[config.mk]
export PLATFORM = sky130hd
export DESIGN_NAME = sat_err_cnt
export DESIGN_NICKNAME = d
export VERILOG_FILES = /design/src/rtl/sat_err_cnt.sv
export SDC_FILE = /design/constraint.sdc
export NUM_CORES = 1
export LEC_CHECK = 0
export CAP_MARGIN = 20
export CORE_AREA = 2 2 39 41
export DETAILED_ROUTE_END_ITERATION = 12
export DIE_AREA = 0 0 41 43
export HOLD_SLACK_MARGIN = 0.12
export MAX_ROUTING_LAYER = met4
export PLACE_DENSITY = 0.66
export SLEW_MARGIN = 20
export SYNTH_ARGS = -nofsm -noshare
export SYNTH_HDL_FRONTEND = slang
export SYNTH_SLANG_ARGS = --single-unit
[constraint.sdc]
create_clock -name clk -period 2.6 [get_ports clk]
set_clock_uncertainty 0.1 [all_clocks]
set_input_delay 0.78 -clock clk [delete_from_list [all_inputs] [get_ports clk]]
set_output_delay 0.78 -clock clk [all_outputs]
set_load 0.03 [all_outputs]
[src/rtl/sat_err_cnt.sv]
// rtl/sat_err_cnt.sv - saturating error counter with synchronous clear
module sat_err_cnt #(
    parameter int ERR_CNT_W = 8
) (
    input  logic                 clk,
    input  logic                 rst,
    input  logic                 clr,
    input  logic                 inc,
    output logic [ERR_CNT_W-1:0] cnt
);

    // clear wins over the old value, but an error in the same cycle still counts as one
    always_ff @(posedge clk or negedge rst) begin
        if (!rst) begin
            cnt <= '0;
        end else if (clr) begin
            cnt <= inc ? ERR_CNT_W'(1) : '0;
        end else if (inc && (cnt != {ERR_CNT_W{1'b1}})) begin
            cnt <= cnt + ERR_CNT_W'(1);
        end
    end

endmodule

; Yosys cells after proc, flatten, opt, wreduce, memory -nomap -nowiden
; Index checks and enable logic that the tools add are counted.
[totals]
out_inout_bits = 8
in_bits = 4
regBits = 8
word_cells = 8
[op_classes]
reduce_logical = 2
add_sub_neg = 1
muxes = 3
eq_ne = 1
[ops]
columns = cell, n
row1 = 8-bit 2-to-1 mux, 2
row2 = 8-bit by 1-bit adder with 8-bit output (second input constant), 1
row3 = 8-bit != test (second input constant), 1
row4 = 2-bit nonzero test, 1
row5 = 1-bit logical AND, 1
row6 = 1-bit 2-to-1 mux, 1

; Logic depth before layout (Yosys ltp)
; Gate-level depths: netlist of run 1.
[logic_depth]
word_depth = 4
ltp_mapped = 4
mapped_depth_nobuf = 4

; Least setup slack after synthesis of run 1
; OpenSTA, ideal clock, no wires.
[synth_path]
path_type = register to register
from = register cnt[0]
to = register cnt[5]
t_required_ns = 2.368
path_buffers = 0
synth_period_minus_slack_ns = 1.640
path_slack_ns = 0.960
setup_ns = 0.132
arrival_time_ns = 1.408
stages_incl_launch_ff = 5
path_cell_list = dfrtp_1 -> ha_1 -> and3_1 -> a2111oi_2 -> nor3b_1
[synth_via]
elab_chain_len = 3
elab_cells_between_ends = 6
cone_classes = add/sub (1) / eq/ne (1) / mux (2) / reduce/logical (2)
[synth_rtl]
columns = item, line
row1 = from (decl), 9  ; output logic [ERR_CNT_W-1:0] cnt
row2 = from (signal assigned), 17  ; cnt <= inc ? ERR_CNT_W'(1) : '0;
row3 = from (signal assigned), 19  ; cnt <= cnt + ERR_CNT_W'(1);
row4 = 8-bit by 1-bit adder with 8-bit output / 8-bit != test (equally long branches), "19, 18"
row5 = 8-bit 2-to-1 mux / 1-bit logical AND (equally long branches), 18  ; end else if (inc && (cnt != {ERR_CNT_W{1'b1}})) begin
row6 = 8-bit 2-to-1 mux / 2-bit nonzero test (equally long branches), --
; Parallel ways exist; a longest one is shown, timed or not. The select of a mux whose other input is x is not followed.
; A chain may end at the register's enable or synchronous reset.

; Worst setup path in the final report of run 1
[layout_path]
from = register cnt[3]
to = output cnt[3]
; No word-level cell between the ends.

==> summary.md, run 1 <==
| Metric | Value |
|---|---|
| Max reg flops | 8 |
| Final setup viols | 0 |
| Ant diodes | 0 |
| Hold depth | 2 |
| Ys async rst share | 100% |
| Yosys top cell area share | 42.3% |
| Final nets | 67 |
| Max-slew headroom | 73.7% |
| Number of post-CTS setup repair buffers | 0 |
| WP buf/inv | 1 |
| Period utilization | 90.7% |
| Share of layout cells above drive strength 1 | 15.0% |
| Via count | 418 |
| Post_cts resized | 0 |
| CTS Sinks | 8 |
| Detailed placer's ending HPWL | 704 um |
| Syn. warnings | 0 |
| Mean Syn Cell Area | 10.1 um2 |
| Final ANT Viol Nets | 0 |
| CP arrival | 1480 ps |
| Req. time, crit path | 1720 ps |
| DRC Markers | 0 |
| Post-CTS Hold Buffers | 0 |
| Row count | 14 |
| Min-Delay Path Class | flip-flop to flip-flop |
| Crit path from | cnt[3]$_DFFE_PN0P_ |
| Worst R2R Start | cnt[0]$_DFFE_PN0P_ |
| Post-layout util | 44.9% |
| RR Endpoint | cnt[5]$_DFFE_PN0P_ |
| First-pass GRT wire length | 1730 um |
| Largest reg by FF count | cnt |
| Count leader, synth | dfrtp_1 |
| PortBufs | 11 |
| MaxCap Viol Count | 0 |
| FMAX | 424 MHz |
| Critical path capture point type | output port |
| Slowest CP cell | clkdlybuf4s50_1 |
| DRT Pass-1 Iters | 4 |
| Syn Inst Count | 47 |
| Sequential fraction of the synthesis area | 42.3% |
| Largest net degree at the start of global routing | 12 |
| Initial Utilization | 34.2% |
| Gr ovfl total | 0 |
| Clk buf depth | 2 |
| RSZ-0062 raised after global routing | no |
| DR iter-0 viols | 7 |
| DR WL/cell | 14.1 um |
| Synth area leader | dfrtp_1 |
| Fin Setup TNS | 0 ps |
| Core Box Area | 1380 um2 |
| Clock latency on the worst-skew pair | 260 ps |
| Synth cell count leaders | 8 x dfrtp_1, 5 x a21oi_1, 4 x nand2b_1, 3 x nand2_1 |
| Worst path top cell family by delay | buffers and inverters |
| Synth top area cells | dfrtp_1 42%, a21oi_1 5.3%, nand2b_1 5.3% |
| # fillers | 142 |
| Status | completed |
| Mapped Nets | 52 |
| Die area | 1760 um2 |
| Reg2reg path depth | 4 |
| CP startpoint kind | flip-flop |
| Hold Path Origin | cnt[1]$_DFFE_PN0P_ |
| Final WL | 1070 um |
| Post-synth EDFFs | 0 |
| Final min period | 2360 ps |
| Worst Hold End | cnt[1]$_DFFE_PN0P_ |
| Die Height | 43 um |
| Max FO, Critical Path | 10 |
| I/O pins | 12 |
| Area delta synth->final | 31.5% |
| Tot GR Track Use | 15.6% |
| Biggest regs | cnt x8 |
| Htree depth | 1 |
| Synth unique cells | 27 |
| Seq cells post-synth | 8 |
| Vias in the first global route | 369 |
| Hold Fails Final Rpt | 0 |
| Reg-to-reg slack, setup | 1000 ps |
| Gpl congestion | 0.686 |
| Largest stage delay on the critical path | 730 ps |
| Power Total | 0.000279 W |
| Horiz. Die Dim | 41 um |
| PD cells | 449 nW/um2 |
| Top FF cell, synth | dfrtp_1 |
| Initial antenna violation count | 0 |
| Clk Tree Root Cell | clkbuf_4 |
| Max Slew Vio Count | 0 |
| Vias per cell | 5.50 |
| Mapped cell area | 473 um2 |
| Slew @ Worst Pin | 393 ps |
| Clk slew on worst S/H paths | 60 ps |
| Cell Chain, Critical Path | clkdlybuf4s50_1 |
| Setup CP Type | flip-flop to output port |
| Peak supply drop | 0.206 mV |
| CTS tree | done |
| Total CTS buffers | 3 |
| Leak | 0.248 nW |
## how the worst max path moves through the flow
| stage | end | slack (ps) | cells past startpoint |
|---|---|---|---|
| floorplan | cnt[5]$_DFFE_PN0P_ | 960 | 4 |
| global placement | cnt[7]$_DFFE_PN0P_ | 400 | 4 |
| detailed placement | cnt[5]$_DFFE_PN0P_ | 380 | 4 |
| CTS | cnt[3] | 250 | 1 |
| global route | cnt[3] | 180 | 1 |
| finish | cnt[3] | 240 | 1 |
## placed cells by master, fill, tap and decap left out, drive strengths merged, types with 2 or more instances in the layout
cell type,n
a21oi,5
or3,2
nand4,2
clkdlybuf4s50,11
clkbuf,3
and3,2
nand2b,4
dfrtp,8
nand2,3
inv,2
o21ai,2
## power by group
part	switching, W	leakage [nW]	internal (W)
clock network	0.0000478	0.0138	0.0000532
registers	0.00000693	0.109	0.000129
logic	0.0000232	0.125	0.0000190
## kinds of logic (layout without fill, tap and decap cells)
logic type | after synthesis | count (layout) | synth area share, %
multiplexers | 1 | 1 | 2.12
adder cells (fa/ha/maj) | 1 | 1 | 2.65
AO/OA/AOI/OAI | 15 | 15 | 23.3
buffers and inverters | 4 | 17 | 3.97
AND/OR/NAND/NOR | 18 | 18 | 25.7
flip-flops | 8 | 8 | 42.3
## cell type report
| cell class | instances | area, um2 | share of cell area, % |
|---|---|---|---|
| multi-input cells | 35 | 254 | 40.8 |
| flip-flops and latches | 8 | 200 | 32.2 |
| repair buffers | 12 | 118 | 18.9 |
| clock buffers | 3 | 22.5 | 3.62 |
| inverters | 2 | 7.51 | 1.21 |
| well taps | 16 | 20.0 | 3.22 |
## tightest hold or removal path, delay by kind of cell, from the launching register on
kind | cells | cell delay, ps
flip-flops | 1 | 420
AND/OR/NAND/NOR | 1 | 80
multiplexers | 1 | 60
## through the flow
stage	setup slack [ps]	hold slack, ps	cell area, um2	cells
floorplan	960	384	473	47
global placement	401	490	599	73
detailed placement	378	506	599	73
CTS	247	515	622	76
global route	183	544	622	76
finish	241	511	622	76
## per-layer routing
| metal | up-vias | GRT usage, % | share of wire, % |
|---|---|---|---|
| li1 | 208 | - | - |
| met1 | 195 | 19.9 | 45 |
| met2 | 13 | 20.6 | 48 |
| met3 | 2 | 3.14 | 4.9 |
| met4 | 0 | 12.0 | 1.8 |
| met5 | - | - | 0 |
(Power assumes the default switching activity.)
==> inputs of run 2 (changes only) <==
--- a/config.mk
+++ b/config.mk
@@ -6,9 +6,9 @@
 export NUM_CORES = 1
 export LEC_CHECK = 0
 export CAP_MARGIN = 20
-export CORE_AREA = 2 2 39 41
+export CORE_AREA = 5 5 42 44
 export DETAILED_ROUTE_END_ITERATION = 12
-export DIE_AREA = 0 0 41 43
+export DIE_AREA = 0 0 47 49
 export HOLD_SLACK_MARGIN = 0.12
 export MAX_ROUTING_LAYER = met4
 export PLACE_DENSITY = 0.66
==> run 2 against run 1 <==
Compared with the run above: clock-buffer cell count is the same; critical path depth stayed put; worst setup slack worse by 23 ps; maximum frequency shrank 0.96%; largest cell class unchanged.
==> summary.md, run 2 (same netlist as run 1, synthesis figures left out) <==
| Metric | Value |
|---|---|
| Crit path to | cnt[3] |
| Share of layout cells above drive strength 1 | 13.6% (-1.4 points) |
| Total CTS buffers | 3 (unchanged) |
| Final WL | 1110 um (+3.4%) |
| Placed standard-cell area | 592 um2 (-1.3%) |
| Commonest non-fill, non-tap cell in the layout | clkdlybuf4s50_1 |
| CP arrival | 1500 ps (+20 ps) |
| Crit path from | cnt[3]$_DFFE_PN0P_ |
| Gr ovfl total | 0 (unchanged) |
| Critical path capture point type | output port |
| Max-slew headroom | 73.6% (-0.11 points) |
| Slowest CP cell | clkdlybuf4s50_1 |
| Reg-to-reg slack, setup | 980 ps (-20 ps) |
| Die Height | 49 um (+14%) |
| Final Instance Area | 614 um2 (-1.2%) |
| MaxCap Viol Count | 0 (unchanged) |
| Final setup viols | 0 (unchanged) |
| Gpl congestion | 0.802 (+17%) |
| Max FO, Critical Path | 10 (unchanged) |
| DR WL/cell | 14.8 um (+4.7%) |
| Ant diodes | 0 (unchanged) |
| DRT Pass-1 Iters | 4 (unchanged) |
| Setup CP Type | flip-flop to output port |
| Min-Delay Path Class | flip-flop to flip-flop |
| RSZ-0062 raised after global routing | no |
| Max Slew Vio Count | 0 (unchanged) |
| Horiz. Die Dim | 47 um (+15%) |
| Row count | 14 (unchanged) |
| Htree depth | 1 (unchanged) |
| Hold Fails Final Rpt | 0 (unchanged) |
| Post_cts resized | 0 (unchanged) |
| PD cells | 456 nW/um2 (+1.5%) |
| I/O pins | 12 (unchanged) |
| Final min period | 2380 ps (+22.9 ps) |
| Die area | 2300 um2 (+31%) |
| Initial Utilization | 33.8% (-0.43 points) |
| Commonest non-fill, non-tap cells in the layout | 11 x clkdlybuf4s50_1, 8 x dfrtp_1, 5 x a21oi_1 |
| Area delta synth->final | 29.9% |
| Req. time, crit path | 1720 ps (about the same) |
| CP startpoint kind | flip-flop |
| Clk Tree Root Cell | clkbuf_4 |
| WP buf/inv | 1 (unchanged) |
| Leak | 0.242 nW (-2.2%) |
| Largest reg by FF count | cnt |
| Final nets | 66 (-1.5%) |
| Status | completed |
| Core Box Area | 1400 um2 (+1.3%) |
| DR iter-0 viols | 16 (+9) |
| Hold Path Origin | cnt[1]$_DFFE_PN0P_ |
| Worst path depth | 1 (unchanged) |
| Peak supply drop | 0.283 mV (+37%) |
| Clock latency on the worst-skew pair | 260 ps (about the same) |
| Tot GR Track Use | 11.6% (-4.0 points) |
| Vias per cell | 5.47 (-0.61%) |
| DRC Markers | 0 (unchanged) |
| Clk slew on worst S/H paths | 60 ps (about the same) |
| Slew @ Worst Pin | 394 ps (+1.61 ps) |
| PortBufs | 11 (unchanged) |
| Vias in the first global route | 383 (+3.8%) |
| Detailed placer's ending HPWL | 782 um (+11%) |
| Max reg flops | 8 (unchanged) |
| Period utilization | 91.6% (+0.88 points) |
| Fin Setup TNS | 0 ps (unchanged) |
| Cell Chain, Critical Path | clkdlybuf4s50_1 |
| Initial antenna violation count | 0 (unchanged) |
| Post-CTS Hold Buffers | 0 (unchanged) |
| Place WS | 370 ps (-7.81 ps) |
| CTS tree | done |
| Largest stage delay on the critical path | 730 ps (about the same) |
| Worst R2R Start | cnt[0]$_DFFE_PN0P_ |
| Biggest regs | cnt x8 |
| First-pass GRT wire length | 1890 um (+9.6%) |
| Number of post-CTS setup repair buffers | 0 (unchanged) |
| Clk buf depth | 2 (unchanged) |
| FMAX | 420 MHz (-0.96%) |
| Final ANT Viol Nets | 0 (unchanged) |
| Final WS setup | 218 ps (-22.9 ps) |
| RR Endpoint | cnt[5]$_DFFE_PN0P_ |
| Via count | 410 (-1.9%) |
| Largest net degree at the start of global routing | 12 (unchanged) |
| CTS Sinks | 8 (unchanged) |
| Reg2reg path depth | 4 (unchanged) |
| Worst path top cell family by delay | buffers and inverters |
==> run 2: cell types whose count changed in the layout (fill, tap and decap cells not counted) <==
| cell | previous run | this run |
|---|---|---|
| buf_4 | 1 | 0 |
==> run 2: worst reg2reg max path, delay by kind of cell (launching register included) <==
family	cells	cell delay, ps
DFF	1	440
and+or+nand+nor	2	320
AOI/OAI and AO/OA	1	380
adders and majority gates	1	260
==> run 2: area by class of cell <==
class / instances / area (um2)
Tap cell: 16 / 20.0
Fill cell: 152 / 787
Clock buffer: 3 / 22.5
Sequential cell: 8 / 200
Timing Repair Buffer: 11 / 110
Multi-Input combinational cell: 35 / 254
Inverter: 2 / 7.51
==> run 2: report_power, final <==
part / switching [W] / internal, W
logic: 0.0000231 / 0.0000190
registers: 0.00000658 / 0.000129
clock network: 0.0000489 / 0.0000533
==> run 2: worst min-delay path by stage <==
| stage | endpoint | slack, ps | depth (start not counted) |
|---|---|---|---|
| finish | cnt[1]$_DFFE_PN0P_ | 510 | 2 |
| global route | cnt[1]$_DFFE_PN0P_ | 570 | 2 |
| global placement | cnt[1]$_DFFE_PN0P_ | 490 | 2 |
| detailed placement | cnt[1]$_DFFE_PN0P_ | 500 | 2 |
| floorplan | cnt[0]$_DFFE_PN0P_ | 380 | 0 |
| CTS | cnt[1]$_DFFE_PN0P_ | 510 | 2 |
==> run 2: metal layers <==
metal / GRT usage, % / vias to the layer above / part of all wire, %
met5: - / - / 0
met4: 8.29 / 0 / 2.6
met3: 2.21 / 3 / 4.9
met2: 12.4 / 12 / 40
met1: 18.2 / 190 / 53
li1: - / 205 / -
==> run 2: through the flow <==
step / instances / power (W) / util [%] / hold slack (ps)
after CTS: 75 / 0.000282 / 43.8 / 513
after detailed placement: 72 / 0.000180 / 42.2 / 502
after global routing: 75 / 0.000298 / 43.8 / 575
final: 75 / 0.000280 / 43.8 / 508
after floorplan: 47 / 0.000160 / - / 384
after global placement: 72 / 0.000180 / 42.2 / 493
==> inputs of run 3 (changes only) <==
--- a/config.mk
+++ b/config.mk
@@ -5,10 +5,10 @@
 export SDC_FILE = /design/constraint.sdc
 export NUM_CORES = 1
 export LEC_CHECK = 0
-export CAP_MARGIN = 20
 export CORE_AREA = 5 5 42 44
 export DETAILED_ROUTE_END_ITERATION = 12
 export DIE_AREA = 0 0 47 49
+export GPL_ROUTABILITY_DRIVEN = 0
 export HOLD_SLACK_MARGIN = 0.12
 export MAX_ROUTING_LAYER = met4
 export PLACE_DENSITY = 0.66
==> results of run 3 <==
No change in the layout: final DEF, timing and power equal those of run 2.
